### config.mk
export PLATFORM = sky130hd
export DESIGN_NAME = instruction_fetch_unit_flat
export DESIGN_NICKNAME = d
export VERILOG_FILES = /design/src/rtl/arm_cpu_pkg.sv /design/src/rtl/instruction_fetch_unit_if.sv /design/src/rtl/fetch_pc_reg.sv /design/src/rtl/instruction_fetch_unit.sv /design/src/flat_wrapper.sv
export SDC_FILE = /design/constraint.sdc
export NUM_CORES = 1
export LEC_CHECK = 0
export BUFFER_PORTS_ARGS = -buffer_cell sky130_fd_sc_hd__clkbuf_2
export CORE_ASPECT_RATIO = 2
export CORE_MARGIN = 4
export CORE_UTILIZATION = 45
export DETAILED_ROUTE_END_ITERATION = 8
export PLACE_DENSITY = 0.72
export SYNTH_ARGS = -nofsm -noshare
export SYNTH_HDL_FRONTEND = slang
export SYNTH_SLANG_ARGS = --single-unit
### constraint.sdc
create_clock -name clk -period 9.8 [get_ports clk]
set_input_delay 1.47 -clock clk [delete_from_list [all_inputs] [get_ports clk]]
set_output_delay 1.47 -clock clk [all_outputs]
set_load 0.01 [all_outputs]
### src/rtl/arm_cpu_pkg.sv
// -----------------------------------------------------------------------------
// arm_cpu_pkg
// Shared types and constants for the LEGv8 pipeline front end.
//   INSTR_W / ADDR_W : instruction word and address widths
//   NOP_INSTR        : ADD XZR,XZR,XZR, injected into IF/ID on flush/kill
//   fetch_state_t    : fetch sequencer states
//   pc_sel_t         : next-PC source select for fetch_pc_reg
// -----------------------------------------------------------------------------
package arm_cpu_pkg;

  localparam int INSTR_W = 32;
  localparam int ADDR_W  = 64;

  localparam logic [INSTR_W-1:0] NOP_INSTR = 32'h8B1F03FF;

  typedef enum logic [1:0] {
    BOOT   = 2'd0,
    RUN    = 2'd1,
    HALTED = 2'd2
  } fetch_state_t;

  typedef enum logic [1:0] {
    PC_HOLD   = 2'd0,
    PC_SEQ    = 2'd1,
    PC_TARGET = 2'd2
  } pc_sel_t;

endpackage

### src/rtl/instruction_fetch_unit_if.sv
// -----------------------------------------------------------------------------
// instruction_fetch_unit_if
// Instruction-memory bus between the fetch unit (master) and a combinational
// instruction memory (slave).
//   imem_pc    : fetch address, driven by the master
//   imem_instr : instruction word, valid in the same cycle as imem_pc
// -----------------------------------------------------------------------------
interface instruction_fetch_unit_if;
  import arm_cpu_pkg::*;

  logic [ADDR_W-1:0]  imem_pc;
  logic [INSTR_W-1:0] imem_instr;

  modport master (output imem_pc, input  imem_instr);
  modport slave  (input  imem_pc, output imem_instr);

endinterface

### src/rtl/fetch_pc_reg.sv
// -----------------------------------------------------------------------------
// fetch_pc_reg
// Program counter register with a three-way next-PC mux.
// Ports:
//   clk, rst   : clock, asynchronous active-high reset (loads RESET_PC)
//   pc_sel     : PC_HOLD keeps, PC_SEQ adds PC_INC, PC_TARGET loads br_target
//   br_target  : redirect address
//   pc_q       : current PC
// -----------------------------------------------------------------------------
module fetch_pc_reg
  import arm_cpu_pkg::*;
#(
  parameter logic [ADDR_W-1:0] RESET_PC = 64'h0,
  parameter logic [ADDR_W-1:0] PC_INC   = 64'd4
) (
  input  logic              clk,
  input  logic              rst,
  input  pc_sel_t           pc_sel,
  input  logic [ADDR_W-1:0] br_target,
  output logic [ADDR_W-1:0] pc_q
);

  // Plain modulo-2^64 add: the top of the address space wraps to 0 silently.
  function automatic logic [ADDR_W-1:0] pc_add(input logic [ADDR_W-1:0] a,
                                               input logic [ADDR_W-1:0] b);
    return a + b;
  endfunction

  always_ff @(posedge clk or posedge rst) begin
    if (rst) begin
      pc_q <= RESET_PC;
    end else begin
      case (pc_sel)
        PC_SEQ:    pc_q <= pc_add(pc_q, PC_INC);
        PC_TARGET: pc_q <= br_target;
        default:   pc_q <= pc_q;
      endcase
    end
  end

endmodule

### src/rtl/instruction_fetch_unit.sv
// -----------------------------------------------------------------------------
// instruction_fetch_unit
// Fetch stage of the LEGv8 pipeline: owns the PC, drives the instruction
// memory and captures the returned word into the IF/ID register.
// Ports:
//   clk, rst     : clock, asynchronous active-high reset
//   imem         : master side of the instruction-memory bus (pc out, instr in)
//   stall        : hold PC and IF/ID
//   flush        : invalidate IF/ID (NOP)
//   br_taken     : redirect to br_target, kills the wrong-path word
//   br_target    : redirect address
//   halt         : stop fetching after the current cycle
//   ifid_instr   : registered instruction for decode
//   ifid_pc      : PC of ifid_instr
//   ifid_valid   : ifid_instr is a real fetched instruction
//   fetch_count  : number of instructions written valid into IF/ID
//   halted       : fetch sequencer is in HALTED
//   align_fault  : sticky misaligned-fetch flag (only with FETCH_ALIGN_CHECK_EN)
// Build option: define FETCH_ALIGN_CHECK_EN to trap fetches from PCs whose
// low two bits are non-zero.
// -----------------------------------------------------------------------------
module instruction_fetch_unit
  import arm_cpu_pkg::*;
#(
  parameter logic [ADDR_W-1:0] RESET_PC = 64'h0,
  parameter logic [ADDR_W-1:0] PC_INC   = 64'd4,
  parameter int                CNT_W    = 32
) (
  input  logic                     clk,
  input  logic                     rst,
  instruction_fetch_unit_if.master imem,
  input  logic                     stall,
  input  logic                     flush,
  input  logic                     br_taken,
  input  logic [ADDR_W-1:0]        br_target,
  input  logic                     halt,
  output logic [INSTR_W-1:0]       ifid_instr,
  output logic [ADDR_W-1:0]        ifid_pc,
  output logic                     ifid_valid,
  output logic [CNT_W-1:0]         fetch_count,
`ifdef FETCH_ALIGN_CHECK_EN
  output logic                     align_fault,
`endif
  output logic                     halted
);

  fetch_state_t       state_q, state_d;
  pc_sel_t            pc_sel;
  logic [ADDR_W-1:0]  pc_q;

  logic [INSTR_W-1:0] instr_p1;
  logic [ADDR_W-1:0]  pc_p1;
  logic               vld_p1;
  logic [CNT_W-1:0]   cnt_q;

  logic               cap;       // load IF/ID instr/pc this cycle
  logic               force_nop; // write NOP into the IF/ID instruction
  logic               vld_d;     // next IF/ID valid
  logic               fault_set;

  fetch_pc_reg #(
    .RESET_PC (RESET_PC),
    .PC_INC   (PC_INC)
  ) u_pc (
    .clk       (clk),
    .rst       (rst),
    .pc_sel    (pc_sel),
    .br_target (br_target),
    .pc_q      (pc_q)
  );

  assign imem.imem_pc = pc_q;

  always_ff @(posedge clk or posedge rst) begin
    if (rst) state_q <= BOOT;
    else     state_q <= state_d;
  end

  always_comb begin
    state_d   = state_q;
    pc_sel    = PC_HOLD;
    cap       = 1'b0;
    force_nop = 1'b0;
    vld_d     = vld_p1;
    fault_set = 1'b0;
    case (state_q)
      BOOT: begin
        state_d = RUN;
        vld_d   = 1'b0;
      end
      RUN: begin
        if (br_taken) begin
          // Redirect beats halt, stall and flush; the word in flight is wrong-path.
          pc_sel = PC_TARGET;
          vld_d  = 1'b0;
        end else begin
          if (halt) state_d = HALTED;
          if (stall) begin
            if (flush) begin
              vld_d     = 1'b0;
              force_nop = 1'b1;
            end
          end else
`ifdef FETCH_ALIGN_CHECK_EN
          if (|pc_q[1:0]) begin
            cap       = 1'b1;
            force_nop = 1'b1;
            vld_d     = 1'b0;
            fault_set = 1'b1;
            state_d   = HALTED;
          end else
`endif
          begin
            cap    = 1'b1;
            vld_d  = ~flush;
            pc_sel = PC_SEQ;
          end
        end
      end
      HALTED: begin
        vld_d = 1'b0;
        if (br_taken) begin
          pc_sel  = PC_TARGET;
          state_d = RUN;
        end
      end
      default: begin
        state_d = BOOT;
        vld_d   = 1'b0;
      end
    endcase
  end

  // ---- IF/ID register (stage 1) ----
  always_ff @(posedge clk or posedge rst) begin
    if (rst) begin
      instr_p1 <= NOP_INSTR;
      pc_p1    <= '0;
      vld_p1   <= 1'b0;
      cnt_q    <= '0;
    end else begin
      if (cap) begin
        instr_p1 <= force_nop ? NOP_INSTR : imem.imem_instr;
        pc_p1    <= pc_q;
      end else if (force_nop) begin
        instr_p1 <= NOP_INSTR;
      end
      vld_p1 <= vld_d;
      if (cap && vld_d) cnt_q <= cnt_q + CNT_W'(1);
    end
  end

`ifdef FETCH_ALIGN_CHECK_EN
  // Sticky until reset so software/debug can see why fetch stopped.
  always_ff @(posedge clk or posedge rst) begin
    if (rst)            align_fault <= 1'b0;
    else if (fault_set) align_fault <= 1'b1;
  end
`else
  logic unused_fault;
  assign unused_fault = fault_set;
`endif

  assign ifid_instr  = instr_p1;
  assign ifid_pc     = pc_p1;
  assign ifid_valid  = vld_p1;
  assign fetch_count = cnt_q;
  assign halted      = (state_q == HALTED);

endmodule

### src/flat_wrapper.sv
// flat-port wrapper written by rule: the top's interface ports become plain ports
module instruction_fetch_unit_flat import arm_cpu_pkg::*;
#(
  parameter logic [ADDR_W-1:0] RESET_PC = 64'h0,
  parameter logic [ADDR_W-1:0] PC_INC   = 64'd4,
  parameter int                CNT_W    = 32
)
  (clk, rst, stall, flush, br_taken, br_target, halt, ifid_instr, ifid_pc, ifid_valid, fetch_count, halted, imem_imem_pc, imem_imem_instr);
  instruction_fetch_unit_if imem_i ();
  input  logic clk;
  input  logic rst;
  input  logic stall;
  input  logic flush;
  input  logic br_taken;
  input  logic [ADDR_W-1:0] br_target;
  input  logic halt;
  output logic [INSTR_W-1:0] ifid_instr;
  output logic [ADDR_W-1:0] ifid_pc;
  output logic ifid_valid;
  output logic [CNT_W-1:0] fetch_count;
  output logic halted;
  output wire logic [$bits(imem_i.imem_pc)-1:0] imem_imem_pc;
  input wire logic [$bits(imem_i.imem_instr)-1:0] imem_imem_instr;
  assign imem_imem_pc = imem_i.imem_pc;
  assign imem_i.imem_instr = imem_imem_instr;
  instruction_fetch_unit #(.RESET_PC(RESET_PC), .PC_INC(PC_INC), .CNT_W(CNT_W)) u_core (.clk(clk), .rst(rst), .imem(imem_i), .stall(stall), .flush(flush), .br_taken(br_taken), .br_target(br_target), .halt(halt), .ifid_instr(ifid_instr), .ifid_pc(ifid_pc), .ifid_valid(ifid_valid), .fetch_count(fetch_count), .halted(halted));
endmodule
==> metrics.md <==
| Metric | Value |
|---|---|
| Status | `finished, final reports clean` |
| Worst setup path class | `input port to flop` |
| H-tree Lvls | `4` |
| Ys async rst share | `100%` |
| Number of flops mapped to enable cells by yosys | `0` |
| I/O Buffers | `295` |
| Maximum fanout along the worst path | `53` |
| Layout Nets | `1388` |
| Pin count of the biggest net entering global routing | `122` |
| Commonest cells in the synthesized netlist | `253 x nand2_1, 176 x dfrtp_1, 69 x nand3_1, 49 x clkbuf_1, 48 x nor2_1` |
| Max cap viols | `0` |
| Clock tree buffer depth | `2` |
| Via count | `8881` |
| Final hold vios | `0` |
| Final period util | `36.3%` |
| Routed Antenna Nets | `0` |
| Via density per instance | `5.69` |
| Setup TNS Final | `0 ps` |
| Cts hold-fix bufs | `0` |
| Min-delay worst type | `flop to flop` |
| Ys flop type | `dfrtp_1` |
| Initial Utilization | `46.1%` |
| Design area | `0.0117 mm^2` |
| Final slew viol count | `0` |
| Router iterations before antenna repair | `6` |
| DRC Markers | `0` |
| Fillers | `1949` |
| Layout Cells excl Fill | `1561` |
| Startpoint types | `input port` |
| Peak VDD IR | `0.000191 V` |
| Pwr Total | `3.47 mW` |
| RD Place Congestion | `0.954` |
| Seq/Total Area, Yosys | `51.7%` |
| Die X | `111 um` |
| Max Clock Freq | `0.281 GHz` |
| Chip height | `213 um` |
| Post-Route WL | `29800 um` |
| Post-Syn Area | `0.00948 mm^2` |
| Yosys warnings | `0` |
| Dpl hpwl | `21500 um` |
| Final setup vio count | `0` |
| Fin crit period | `3550 ps` |
| Setup Fix Bufs, Post-CTS | `0` |
| # clock sinks | `195` |
| Worst endpoint required time | `10130 ps` |
| Pwr Density | `297 mW/mm^2` |
| Multi-input logic area | `0.00424 mm^2` |
| Worst setup EP type | `flop` |
| Clock transition at path regs | `70 ps` |
| Area grow syn2layout | `23.2%` |
| Remaining global-route overflow | `0` |
| Least-Margin Pin Slew | `1030 ps` |
| Cell taking the most area after synthesis | `dfrtp_1` |
| Worst EP arrival | `3880 ps` |
| FF+latch count, synth | `195` |
| Core area | `0.0206 mm^2` |
| Most common cell in the synthesized netlist | `nand2_1` |
| P_leak | `5.76 nW` |
| GRT Util Overall | `24.9%` |
| Cell total after placement | `1527` |
| TritonCTS Buffers | `17` |
| Boundary pin count | `296` |
| 1st-iter DRT viols | `701` |
| Post-CTS sizing | `0` |
| Vias in the first global route | `8606` |
| Root Driver | `clkbuf_16` |
| First-pass GRT wire length | `46800 um` |
| Clock Latency Late Sink | `440 ps` |
| Row Count | `74` |
| Sequential cell area | `0.00490 mm^2` |
| Synth area leaders | `dfrtp_1 46%, nand2_1 10%, dfstp_2 5.3%, nand3_1 3.6%, xnor2_1 2.5%` |
| WL/cell | `19.1 um` |
| Mapped Cells | `1024` |
| Layout cell share with drive strength beyond 1 | `29.4%` |
| Placed instance area | `0.0111 mm^2` |
| Worst relative slew slack | `31.6%` |
| Initial antenna violation count | `2` |
| Netlist cell types | `63` |
| Skew final | `8.14 ps` |
| Syn Nets | `1132` |
| RSZ-0062 raised after global routing | `false` |
| Die area | `0.0236 mm^2` |
| Mean Syn Cell Area | `9.25 um^2` |
| Share of the synthesized area in the top cell type | `46.5%` |
| CTS tree | `done` |
layout make-up:
type	count	area share, %
flip-flops and latches	195	42.0
repair buffers	305	13.3
clock buffers	19	3.71
well taps	266	2.85
multi-input cells	742	36.3
inverters	19	0.675
diodes	2	0.0429
clock inverters	13	1.14
kinds of logic (layout without fill, tap and decap cells):
kind of cell / after synthesis / in the layout / synth area share (%)
and+or+nand+nor: 508 / 508 / 26.2
DFF: 195 / 195 / 51.7
AOI/OAI and AO/OA: 185 / 185 / 13.3
buffers and inverters: 87 / 356 / 3.74
xor gates and xnor gates: 31 / 31 / 2.87
muxes: 12 / 12 / 1.33
adders and majority gates: 6 / 6 / 0.792
other: 0 / 2 / 0
sequential cells by signal, summed over array words and instances (netlist names):
name,cells
u_core.ifid_instr,32
u_core.state_q,2
u_core.u_pc.pc_q,64
u_core.ifid_pc,64
u_core.fetch_count,32
u_core.ifid_valid,1
per-layer routing:
layer	track usage, %	routed length [um]	vias to the layer above
met5	0	0	-
met4	12.8	1200	0
met3	5.62	1730	79
met2	45.4	16100	333
met1	26.8	10700	4297
li1	-	-	4172
critical path, cell delays in order:
cell,delay (ps)
clkbuf_2,130
nor3b_4,220
nand2_1,80
ha_2,310
buf_4,270
buf_4,510
nor2_2,100
buf_4,260
a22o_1,240
a311o_1,260
placed cells by master, fill, tap and decap left out, types with 6 or more instances in the layout:
master / count
clkinv_2: 6
a31oi_1: 6
inv_1: 17
nand4_1: 33
clkbuf_2: 295
dfstp_2: 19
a22oi_1: 23
nor3_1: 10
or3_1: 6
nor4_1: 13
o21ai_0: 45
o311ai_0: 7
or4_1: 8
and3_1: 17
xnor2_1: 27
nand2_1: 252
o22ai_1: 8
a21oi_1: 35
a32oi_1: 7
a22o_1: 15
buf_4: 10
clkbuf_16: 17
and4_1: 13
nand3_1: 69
dfrtp_1: 176
and2_1: 8
nor2_1: 47
o22a_1: 6
mux2i_1: 7
power by group:
part	total, mW	switching [mW]	internal (mW)
clock network	0.687	0.311	0.376
registers	1.41	0.293	1.11
logic	1.37	0.834	0.541
total	3.47	1.44	2.03
worst paths after layout:
kind | from | end | cells past startpoint | slack [ps]
max reg2reg | u_core.state_q[1] | u_core.u_pc.pc_q[24] | 11 | 6620
max in group asynchronous | rst | u_core.u_pc.pc_q[45] | 3 | 7040
min in group asynchronous | rst | u_core.ifid_pc[63] | 2 | 1190
min | u_core.ifid_pc[0] | u_core.ifid_pc[0] | 2 | 480
min reg2reg | u_core.ifid_pc[0] | u_core.ifid_pc[0] | 2 | 480
max | stall | u_core.u_pc.pc_q[24] | 10 | 6250
through the flow:
step / hold WS, ps / setup slack [ps] / util, %
2_1_floorplan: 489 / 3050 / -
3_3_place_gp: 458 / 5850 / 54.0
3_5_place_dp: 463 / 5780 / 54.0
4_1_cts: 480 / 6230 / 56.8
5_1_grt: 498 / 6020 / 56.8
6_report: 476 / 6250 / 56.8
Power figures use the tool's default switching activity.
